`src/rtl/pa_fpu.sv`:
```
// Shared definitions for the FPU host register interface: register map, opcodes, bus FSM states.
package pa_fpu;

  localparam int unsigned DW  = 8;
  localparam int unsigned AW  = 4;
  localparam int unsigned OPW = 32;

  localparam logic [3:0] ADDR_A0     = 4'h0;
  localparam logic [3:0] ADDR_A1     = 4'h1;
  localparam logic [3:0] ADDR_A2     = 4'h2;
  localparam logic [3:0] ADDR_A3     = 4'h3;
  localparam logic [3:0] ADDR_B0     = 4'h4;
  localparam logic [3:0] ADDR_B1     = 4'h5;
  localparam logic [3:0] ADDR_B2     = 4'h6;
  localparam logic [3:0] ADDR_B3     = 4'h7;
  localparam logic [3:0] ADDR_OP     = 4'h8;
  localparam logic [3:0] ADDR_START  = 4'h9;
  localparam logic [3:0] ADDR_R0     = 4'h9;
  localparam logic [3:0] ADDR_R1     = 4'hA;
  localparam logic [3:0] ADDR_R2     = 4'hB;
  localparam logic [3:0] ADDR_R3     = 4'hC;
  localparam logic [3:0] ADDR_STATUS = 4'hD;

  typedef enum logic [7:0] {
    OP_ADD  = 8'h00,
    OP_SUB  = 8'h01,
    OP_MUL  = 8'h02,
    OP_DIV  = 8'h03,
    OP_SQRT = 8'h04,
    OP_LOG2 = 8'h05,
    OP_EXP2 = 8'h06
  } e_fpu_op;

  typedef enum logic {
    IDLE = 1'b0,
    RUN  = 1'b1
  } e_bus_state;

endpackage

```
`src/rtl/fpu_bus_strobe.sv`:
```
// Samples an active-low bus strobe and flags the first cycle it is seen low while selected.
module fpu_bus_strobe (
  input  logic clk,
  input  logic arst,
  input  logic cs,
  input  logic strobe,
  output logic pulse_c
);

  logic strobe_q;

  always_ff @(posedge clk) begin
    if (arst) strobe_q <= 1'b0;
    else      strobe_q <= strobe;
  end

  assign pulse_c = !cs && !strobe && strobe_q;

endmodule

```
`src/rtl/fpu_bus_slave.sv`:
```
// Host register interface of the FPU: operand/opcode registers, start/completion handshake, read mux.
module fpu_bus_slave
  import pa_fpu::*;
#(
  parameter int unsigned DW  = 8,
  parameter int unsigned AW  = 4,
  parameter int unsigned OPW = 32
) (
  input  logic           clk,
  input  logic           arst,
  input  logic [DW-1:0]  databus_in,
  output logic [DW-1:0]  databus_out,
  input  logic [AW-1:0]  addr,
  input  logic           cs,
  input  logic           rd,
  input  logic           wr,
  input  logic           end_ack,
  output logic           cmd_end,
  output logic           busy,
  output logic [OPW-1:0] core_op_a,
  output logic [OPW-1:0] core_op_b,
  output logic [7:0]     core_op,
  output logic           core_start,
  input  logic           core_done,
  input  logic [OPW-1:0] core_result
);

  e_bus_state     state;
  logic [OPW-1:0] op_a;
  logic [OPW-1:0] op_b;
  logic [7:0]     op_code;
  logic [OPW-1:0] result;
  logic           we_c;
  logic           wr_reg_c;
  logic           start_c;
  logic [DW-1:0]  rd_data_c;
  logic [1:0]     res_idx_c;

  fpu_bus_strobe u_wr_strobe (
    .clk     (clk),
    .arst    (arst),
    .cs      (cs),
    .strobe  (wr),
    .pulse_c (we_c)
  );

  // Register writes are frozen while an operation is in flight
  assign wr_reg_c = we_c && (addr <= AW'(ADDR_OP)) && !busy;
  assign start_c  = we_c && (addr == AW'(ADDR_START)) && (state == IDLE);

  assign core_op_a = op_a;
  assign core_op_b = op_b;
  assign core_op   = op_code;

  always_comb begin
    rd_data_c = '0;
    res_idx_c = 2'(addr - AW'(ADDR_R0));
    if (addr <= AW'(ADDR_A3))          rd_data_c = op_a[addr[1:0]*DW +: DW];
    else if (addr <= AW'(ADDR_B3))     rd_data_c = op_b[addr[1:0]*DW +: DW];
    else if (addr == AW'(ADDR_OP))     rd_data_c = DW'(op_code);
    else if (addr <= AW'(ADDR_R3))     rd_data_c = result[res_idx_c*DW +: DW];
    else if (addr == AW'(ADDR_STATUS)) rd_data_c = DW'({busy, cmd_end});
  end

  always_ff @(posedge clk) begin
    if (arst) begin
      state       <= IDLE;
      busy        <= 1'b0;
      cmd_end     <= 1'b0;
      core_start  <= 1'b0;
      op_a        <= '0;
      op_b        <= '0;
      op_code     <= '0;
      result      <= '0;
      databus_out <= '0;
    end else begin
      core_start  <= 1'b0;
      databus_out <= (!cs && !rd) ? rd_data_c : '0;

      if (wr_reg_c) begin
        if (addr <= AW'(ADDR_A3))      op_a[addr[1:0]*DW +: DW] <= databus_in;
        else if (addr <= AW'(ADDR_B3)) op_b[addr[1:0]*DW +: DW] <= databus_in;
        else                           op_code <= 8'(databus_in);
      end

      // A completion coinciding with end_ack keeps cmd_end set
      case (state)
        IDLE: begin
          if (start_c) begin
            state      <= RUN;
            core_start <= 1'b1;
            busy       <= 1'b1;
            cmd_end    <= 1'b0;
          end else if (end_ack) begin
            cmd_end <= 1'b0;
          end
        end
        RUN: begin
          if (core_done) begin
            result  <= core_result;
            cmd_end <= 1'b1;
            busy    <= 1'b0;
            state   <= IDLE;
          end else if (end_ack) begin
            cmd_end <= 1'b0;
          end
        end
      endcase
    end
  end

endmodule

```
`config.mk`:
```
export PLATFORM = sky130hd
export DESIGN_NAME = fpu_bus_slave
export DESIGN_NICKNAME = d
export VERILOG_FILES = /design/src/rtl/pa_fpu.sv /design/src/rtl/fpu_bus_strobe.sv /design/src/rtl/fpu_bus_slave.sv
export SDC_FILE = /design/constraint.sdc
export NUM_CORES = 1
export LEC_CHECK = 0
export ABC_AREA = 1
export BUFFER_PORTS_ARGS = -buffer_cell sky130_fd_sc_hd__buf_2
export CAP_MARGIN = 20
export CORE_ASPECT_RATIO = 0.6
export CORE_MARGIN = 1
export CORE_UTILIZATION = 54
export DETAILED_ROUTE_END_ITERATION = 16
export GPL_TIMING_DRIVEN = 0
export PLACE_DENSITY = 0.87
export RECOVER_POWER = 25
export SLEW_MARGIN = 30
export SYNTH_ARGS = -nofsm -noshare
export SYNTH_HDL_FRONTEND = slang
export SYNTH_SLANG_ARGS = --single-unit
```
`constraint.sdc`:
```
create_clock -name clk -period 2.4 [get_ports clk]
set_clock_uncertainty 0.05 [all_clocks]
set_input_delay 0 -clock clk [delete_from_list [all_inputs] [get_ports clk]]
set_output_delay 0 -clock clk [all_outputs]
set_load 0.02 [all_outputs]
```
Word level (Yosys, flattened, before mapping)
Index checks and enable logic that the tools add are counted.
Widths: inputs -> output; s select.
{ "word_totals": {"register_bits": 117, "in_bits": 51, "elab_cells": 65, "output_inout_bits": 83} }
{ "op_classes": {"mux": 17, "n_bitwise": 4, "n_reduce_logical": 18, "shift": 5, "n_lt_le_gt_ge": 4, "n_eq_ne": 5, "add_sub_neg": 2} }
{ "ops": {"columns": ["cell", "n"], "rows": [
  ["$shiftx 32x6->8", 3],
  ["$bwmux 32", 2],
  ["$neg 5->34", 1],
  ["$shift 8x34->32 const A", 1],
  ["$shiftx 8x34->32", 1],
  ["$mux 8", 4],
  ["$eq 4x4->1 const B", 3],
  ["$le 4x4->1 const B", 2],
  ["$logic_and 1x1->1", 7],
  ["$mux 1", 7],
  ["$pmux 1 s2", 3],
  ["$reduce_and 2->1", 3],
  ["$reduce_and 3->1", 2],
  ["$le 4x2->1 const B", 1],
  ["$le 4x3->1 const B", 1],
  ["$logic_not 1->1", 4],
  ["$ne 2x2->1 const B", 2],
  ["$not 1->1", 4],
  ["$reduce_or 2->1", 2],
  ["$mux 2", 1],
  ["$sub 2x1->2 const B", 1]
]} }

Depth between registers and ports, before layout
Gate-level depths: netlist of run 1.
{ "logic_depth": {"ltp_word": 7, "ltp_mapped": 14, "ltp_nobuf": 10} }

By module
A second synthesis of run 1 with hierarchy kept.
{ "hier_totals": {"hier_cells": 788, "area_unflattened_um2": 5507.8} }
{ "modules_own_cells": {"columns": ["module", "instances", "cells_each", "seq_area_each_um2", "area_per_inst_um2"], "rows": [
  ["fpu_bus_slave", 1, 782, 2322.2, 5469.0],
  ["fpu_bus_strobe", 1, 6, 20.0, 38.8]
]} }

Worst setup path before layout of run 1
No wires, ideal clock.
{ "synth_timing": {"path_kind": "input port to flip-flop", "from": "input addr[0]", "to": "register op_a[17], in the netlist core_op_a[17]", "setup_slack_ns": 0.661, "required_time_ns": 2.280, "path_buffers": 4, "t_arrival_ns": 1.619, "setup_ns": 0.070, "cell_stages": 14, "cell_sequence": "buf_2 > inv_2 > buf_4 > buf_2 > ha_1 > buf_6 > inv_4 > nor2_4 > inv_1 > nor2_8 > nand3_1 > inv_1 > nand2_1 > a21oi_1"} }
{ "synth_between": {"elab_chain_len": 4, "word_cells_on_any_way": 9, "classes_between": "add/sub (1); order compare (2); shift (2); mux (1); reduce/logical (3)"} }
{ "synth_rtl": {"columns": ["element", "line_no", "text"], "rows": [
  ["start, declared", "fpu_bus_slave.sv:13", "input logic [AW-1:0] addr,"],
  ["parallel branches: the longest is 4 deep, another holds $neg 5->34", null, null],
  ["end signal, assigned by index", "fpu_bus_slave.sv:81", "if (addr <= AW'(ADDR_A3)) op_a[addr[1:0]*DW +: DW] <= databus_in;"],
  ["end, declared", "fpu_bus_slave.sv:29", "logic [OPW-1:0] op_a;"]
]} }
Parallel ways; which one is timed is not known.
A chain may end at the register's enable or synchronous reset.

Worst setup path after layout of run 1
{ "layout_timing": {"from": "input addr[0]", "to": "register databus_out[7]"} }
{ "layout_between": {"elab_chain_len": 6, "word_cells_on_any_way": 12, "classes_between": "add/sub (1); order compare (3); eq/ne (1); shift (3); mux (4)"} }
{ "layout_rtl": {"columns": ["element", "line_no", "text"], "rows": [
  ["$sub 2x1->2", "fpu_bus_slave.sv:57", "res_idx_c = 2'(addr - AW'(ADDR_R0));"],
  ["$shiftx 32x6->8", "fpu_bus_slave.sv:61", "else if (addr <= AW'(ADDR_R3)) rd_data_c = result[res_idx_c*DW +: DW];"],
  ["$mux 8", "fpu_bus_slave.sv:61", null],
  ["$mux 8", "fpu_bus_slave.sv:60", "else if (addr == AW'(ADDR_OP)) rd_data_c = DW'(op_code);"],
  ["$mux 8", "fpu_bus_slave.sv:59", "else if (addr <= AW'(ADDR_B3)) rd_data_c = op_b[addr[1:0]*DW +: DW];"],
  ["$mux 8 *", "fpu_bus_slave.sv:58", "if (addr <= AW'(ADDR_A3)) rd_data_c = op_a[addr[1:0]*DW +: DW];"],
  ["end signal, assigned", "fpu_bus_slave.sv:78", "databus_out <= (!cs && !rd) ? rd_data_c : '0;"],
  ["end, declared", "fpu_bus_slave.sv:12", "output logic [DW-1:0] databus_out,"]
]} }
Mark *: on every way between the ends. The rest lies on a longest branch, timed or not.

==> results.json, run 1 <==
{
  "status": "complete, no violations",
  "post-route-drc-count": 0,
  "synth_warnings": 0,
  "grt_start_max_net_pins": 17,
  "syn-num-nets": 884,
  "first_global_vias": 6083,
  "power.internal_mw": 3.52,
  "dr.pass1.iters": 7,
  "core_area_sq_um": 9910,
  "required_ps": 2660,
  "holdPathEnd": "core_op_b[15]",
  "start_util_pct": 56.0,
  "rsz0062_at_grt": "no",
  "gp_congestion": 0.982,
  "end_kind": "flop",
  "grt_antenna_before_repair": 0,
  "power_density_nw_per_um2": 646,
  "finalSetupViolCount": 0,
  "placed_cell_area_sq_um": 6380,
  "wl_per_cell_um": 18.0,
  "avgSynthCellArea_sq_um": 6.71,
  "nets": 1085,
  "worst_pin_slew_ps": 741,
  "crit_type": "in2reg",
  "cap_violations": 0,
  "drtIter0Drc": 946,
  "finalSetupTns_ps": 0,
  "hold_depth": 5,
  "synth-seq-cells": 117,
  "final_common_cell": "nand2_1",
  "pwr-share-seq_pct": 41.2,
  "io_buffers": 131,
  "fp.dieArea_sq_um": 10700,
  "slew_violations": 0,
  "period_needed_ps": 2330,
  "hold_viol": 0,
  "cp-start-kind": "input port",
  "final_layout_size_suffix_gt1_share_pct": 15.9,
  "cp.arrival_ps": 2590,
  "syn_area_sq_um": 5550,
  "finalPower_mw": 4.76,
  "cts-root-buf": "clkbuf_16",
  "dr_total_vias": 6692,
  "p_comb_share_pct": 10.7,
  "antenna_cells": 0,
  "io_pins": 134,
  "reg2reg_slack_ps": 760,
  "hp-start": "addr[0]",
  "clkLatencyLatePin_ps": 420,
  "syn2layout_area_growth_pct": 32.6,
  "synthCells": 828,
  "pwr-share-clk_pct": 48.1,
  "cts_sinks": 117,
  "row_count": 28,
  "hp-class": "in2reg",
  "hpwl_um": 14700,
  "reg2reg_depth": 7,
  "grt_pass1_wl_um": 31900,
  "final_cell_mix": "200 x nand2_1, 175 x nor2_1, 117 x dfxtp_1, 94 x buf_2, 89 x o21ai_0",
  "ant_nets": 0,
  "synth_seq_area_share_pct": 42.2,
  "fp.dieW_um": 133,
  "fin_area_sq_um": 7360,
  "fillers": 802,
  "timing.rr.start": "core_op_b[15]",
  "power.switching_mw": 1.24,
  "swShare_pct": 26.1,
  "ir_worst_vdd_v": 0.000554,
  "cts_tree": "yes",
  "cts_setup_buffers": 0,
  "path_clk_slew_ps": 60,
  "p_leak_nw": 3.30,
  "htree_num_levels": 4,
  "crit_path_max_fanout": 12,
  "cts_made_buffers": 17,
  "overflow": 0,
  "max-clock-path-buffers": 2,
  "grt_util_all_layers_pct": 40.2,
  "vias_per_cell": 5.69,
  "period_share_pct": 97.2,
  "ys_types": 28,
  "rr_endpoint": "databus_out[7]",
  "max_freq_mhz": 429,
  "dieHeight_um": 80.6,
  "slew_headroom_pct": 50.6,
  "wirelength_um": 21200
}
power groups by stage:
stage               sequential, mW  combinational [mW]  clock, mW
floorplan                     2.01               0.246          0
global placement              2.00               0.405          0
detailed placement            2.00               0.408          0
CTS                           1.96               0.473       2.27
global route                  1.96               0.535       2.37
finish                        1.96               0.508       2.29
Yosys cell counts, drive strengths merged:
cell type | count | area share [%]
a21oi | 52 | 4.7
buf | 27 | 3.2
clkbuf | 16 | 1.1
clkinv | 1 | 0.068
dfxtp | 117 | 42
ha | 5 | 1.1
inv | 56 | 3.8
nand2 | 203 | 14
nand3 | 57 | 5.3
nand4 | 2 | 0.23
nor2 | 189 | 15
nor3 | 1 | 0.090
nor4 | 1 | 0.11
o211ai | 4 | 0.54
o21ai | 89 | 8.0
o22ai | 6 | 0.68
o31ai | 2 | 0.27
stage by stage:
stage                     instances  util [%]  worst slack [ps]  hold slack [ps]
after floorplan                 828         -               661             52.5
after global placement         1094      64.3              50.9              165
after detailed placement       1094      64.3              44.0              184
after CTS                      1176      74.8              82.5              114
after global routing           1176      74.3              27.0              165
final                          1176      74.3              66.4              138
sequential cells by signal (all words and copies together), names as in the netlist:
signal	cells
busy	1
cmd_end	1
core_op	8
core_op_a	32
core_op_b	32
core_start	1
databus_out	8
result	32
state	1
u_wr_strobe.strobe_q	1
area by class of cell:
cell class / count / area (sq um) / area share (%)
Buffer: 43 / 238 / 3.23
Clock buffer: 22 / 474 / 6.44
Clock inverter: 9 / 55.1 / 0.748
Inverter: 57 / 220 / 2.99
Multi-Input combinational cell: 611 / 2760 / 37.5
Sequential cell: 117 / 2340 / 31.8
Tap cell: 135 / 169 / 2.29
Timing Repair Buffer: 182 / 1100 / 15.0
worst max path at each step:
stage | start | end | slack [ps] | cells past startpoint
floorplan | addr[0] | core_op_a[17] | 660 | 14
global placement | addr[0] | core_op_a[17] | 50 | 15
detailed placement | addr[0] | core_op_a[23] | 40 | 15
CTS | addr[0] | databus_out[7] | 80 | 13
global route | addr[0] | databus_out[7] | 30 | 14
finish | addr[0] | databus_out[7] | 70 | 14
cell families (layout without fill, tap and decap cells):
family	after synthesis	after routing	synth area share, %
adders and majority gates	5	5	1.13
AOI/OAI and AO/OA	153	153	14.2
DFF	117	117	42.2
buffers and inverters	100	313	8.18
and+or+nand+nor	453	453	34.3
worst max-delay path, cell delays in order:
cell,delay [ps]
buf_2,150
buf_2,210
inv_2,70
buf_4,190
buf_2,320
ha_2,350
nand3_2,230
nand2_1,190
inv_2,90
nand2_1,80
nand2_1,50
nand2_1,60
a21oi_1,50
dlygate4sd3_1,550
metal layers:
layer	part of all wire, %	track usage (%)	wire, um
met2	40	57.2	8410
met4	3.0	14.1	638
met1	41	53.2	8730
met3	16	17.0	3440
met5	0	4.55	0
what timing repair did:
item / CTS / global route
hold buffers: 51 / 0
endpoints found under the setup margin: 0 / 1
resized for setup: 0 / 3
endpoints found under the hold margin: 65 / 0
Note: power is estimated with default switching activity, not from simulation.
==> run 2: changes to the inputs <==
CORE_ASPECT_RATIO = not set   (was 0.6)
==> results.json, run 2 (same netlist as run 1, synthesis figures left out) <==
{
  "clkLatencyLatePin_ps": 540,
  "vias_per_cell": 5.68,
  "place_ws_ps": 87.1,
  "hp-class": "in2reg",
  "fp.dieArea_sq_um": 10700,
  "dr.pass1.iters": 5,
  "io_pins": 134,
  "cts_tree": "yes",
  "setup_ws_ps": 143,
  "final_layout_size_suffix_gt1_share_pct": 16.2,
  "slowest_delay_ps": 620,
  "gp_congestion": 1.02,
  "crit_start": "addr[1]",
  "fin_area_sq_um": 7440,
  "path_clk_slew_ps": 60,
  "dieHeight_um": 103,
  "grt_antenna_before_repair": 0,
  "cts-root-buf": "clkbuf_8",
  "period_share_pct": 94.0,
  "fp.dieW_um": 103,
  "max_freq_mhz": 443,
  "slowest_stage": "dlygate4sd3_1",
  "nets": 1087,
  "worstSetupEndpoint": "state",
  "path_cells": "buf_2 > buf_2 > inv_1 > buf_4 > ha_1 > inv_2 > nor4_2 > dlygate4sd3_1 > nand2_1 > o31ai_1 > dlygate4sd3_1",
  "max-clock-path-buffers": 2,
  "status": "complete, no violations",
  "holdWs_ps": 107,
  "io_buffers": 131,
  "ir_worst_vdd_v": 0.000476,
  "overflow": 0,
  "p_leak_nw": 3.34,
  "rr_endpoint": "state",
  "grt_start_max_net_pins": 17,
  "worst_pin_slew_ps": 641,
  "end_kind": "flop",
  "final_common_cell": "nand2_1",
  "ant_nets": 0,
  "reg2reg_slack_ps": 360,
  "drtIter0Drc": 631,
  "wirelength_um": 20900,
  "wl_per_cell_um": 17.7,
  "cts_sinks": 117,
  "hpwl_um": 13800,
  "slew_violations": 0,
  "finalSetupViolCount": 0,
  "final_cell_mix": "200 x nand2_1, 175 x nor2_1, 117 x dfxtp_1, 94 x buf_2, 89 x o21ai_0",
  "syn2layout_area_growth_pct": 34.0,
  "timing.rr.start": "state",
  "cts_made_buffers": 17,
  "period_needed_ps": 2260,
  "start_util_pct": 56.3,
  "cp.arrival_ps": 2680,
  "cap_violations": 0,
  "slew_headroom_pct": 56.9,
  "reg2reg_depth": 5,
  "fillers": 773,
  "required_ps": 2820,
  "cp-start-kind": "input port",
  "post-route-drc-count": 0,
  "dr_total_vias": 6681,
  "first_global_vias": 6051,
  "row_count": 36,
  "core_area_sq_um": 9860,
  "grt_util_all_layers_pct": 39.7,
  "hold_viol": 0,
  "htree_num_levels": 4,
  "crit_type": "in2reg",
  "placed_cell_area_sq_um": 6370,
  "power_density_nw_per_um2": 672,
  "crit_path_max_fanout": 12,
  "antenna_cells": 0,
  "grt_pass1_wl_um": 31300
}
run 2: cell count changes in the layout (fill, tap and decap cells not counted), moves of 2 or more:
| cell | previous run | this run |
|---|---|---|
| clkinv_2 | 5 | 0 |
| bufinv_16 | 0 | 2 |
| dlygate4sd3_1 | 51 | 53 |
| ha_1 | 3 | 5 |
| ha_2 | 2 | 0 |
| clkbuf_8 | 3 | 1 |
| inv_6 | 0 | 4 |
| clkinv_4 | 0 | 4 |
| clkbuf_1 | 68 | 65 |
run 2: layout make-up:
class                   instances  area (sq um)  area share (%)
plain buffers                  43           239            3.21
well taps                     133           166            2.24
multi-input cells             611          2770            37.2
clock buffers                  17           414            5.56
flip-flops and latches        117          2340            31.5
inverters                      57           216            2.91
clock inverters                15           171            2.30
repair buffers                184          1130            15.1
run 2: worst max-delay path: cells and delay by family:
family	cells	cell delay, ps
buffers and inverters	7	2030
AND/OR/NAND/NOR	2	360
adder cells (fa/ha/maj)	1	190
AO/OA/AOI/OAI	1	80
run 2: through the flow:
step,power (mW),setup TNS (ps),util (%),std cells
after global placement,2.41,0,64.6,1092
after CTS,4.96,0,75.9,1177
after detailed placement,2.41,0,64.6,1092
after floorplan,2.25,0,-,828
final,5.00,0,75.5,1177
after global routing,5.11,-17.3,75.5,1177
run 2: metal layers:
| layer | routed length (um) | GRT usage, % |
|---|---|---|
| met1 | 7690 | 49.0 |
| met5 | 0 | 0 |
| met3 | 2780 | 13.0 |
| met4 | 1180 | 21.0 |
| met2 | 9240 | 61.5 |
run 2: how the worst min path moves through the flow:
stage                     slack (ps)            end      start  cells past startpoint
after floorplan                   50          state  core_done                      1
after global placement           170          state  core_done                      2
after detailed placement         170          state  core_done                      2
after CTS                         90  core_op_a[25]    addr[0]                      5
after global routing             140  core_op_a[25]    addr[1]                      5
final                            110  core_op_a[25]    addr[0]                      5
run 2: timing repair:
item	4_1_cts	5_1_grt
gates resized for setup	0	5
buffers inserted	0	0
setup endpoints to repair	0	2
hold endpoints to repair	112	0
hold buffers	53	0
run 2: power by group:
part	total, mW	internal (mW)	switching, mW
sequential	1.96	1.95	0.00595
combinational	0.505	0.183	0.322
clock	2.54	1.50	1.04
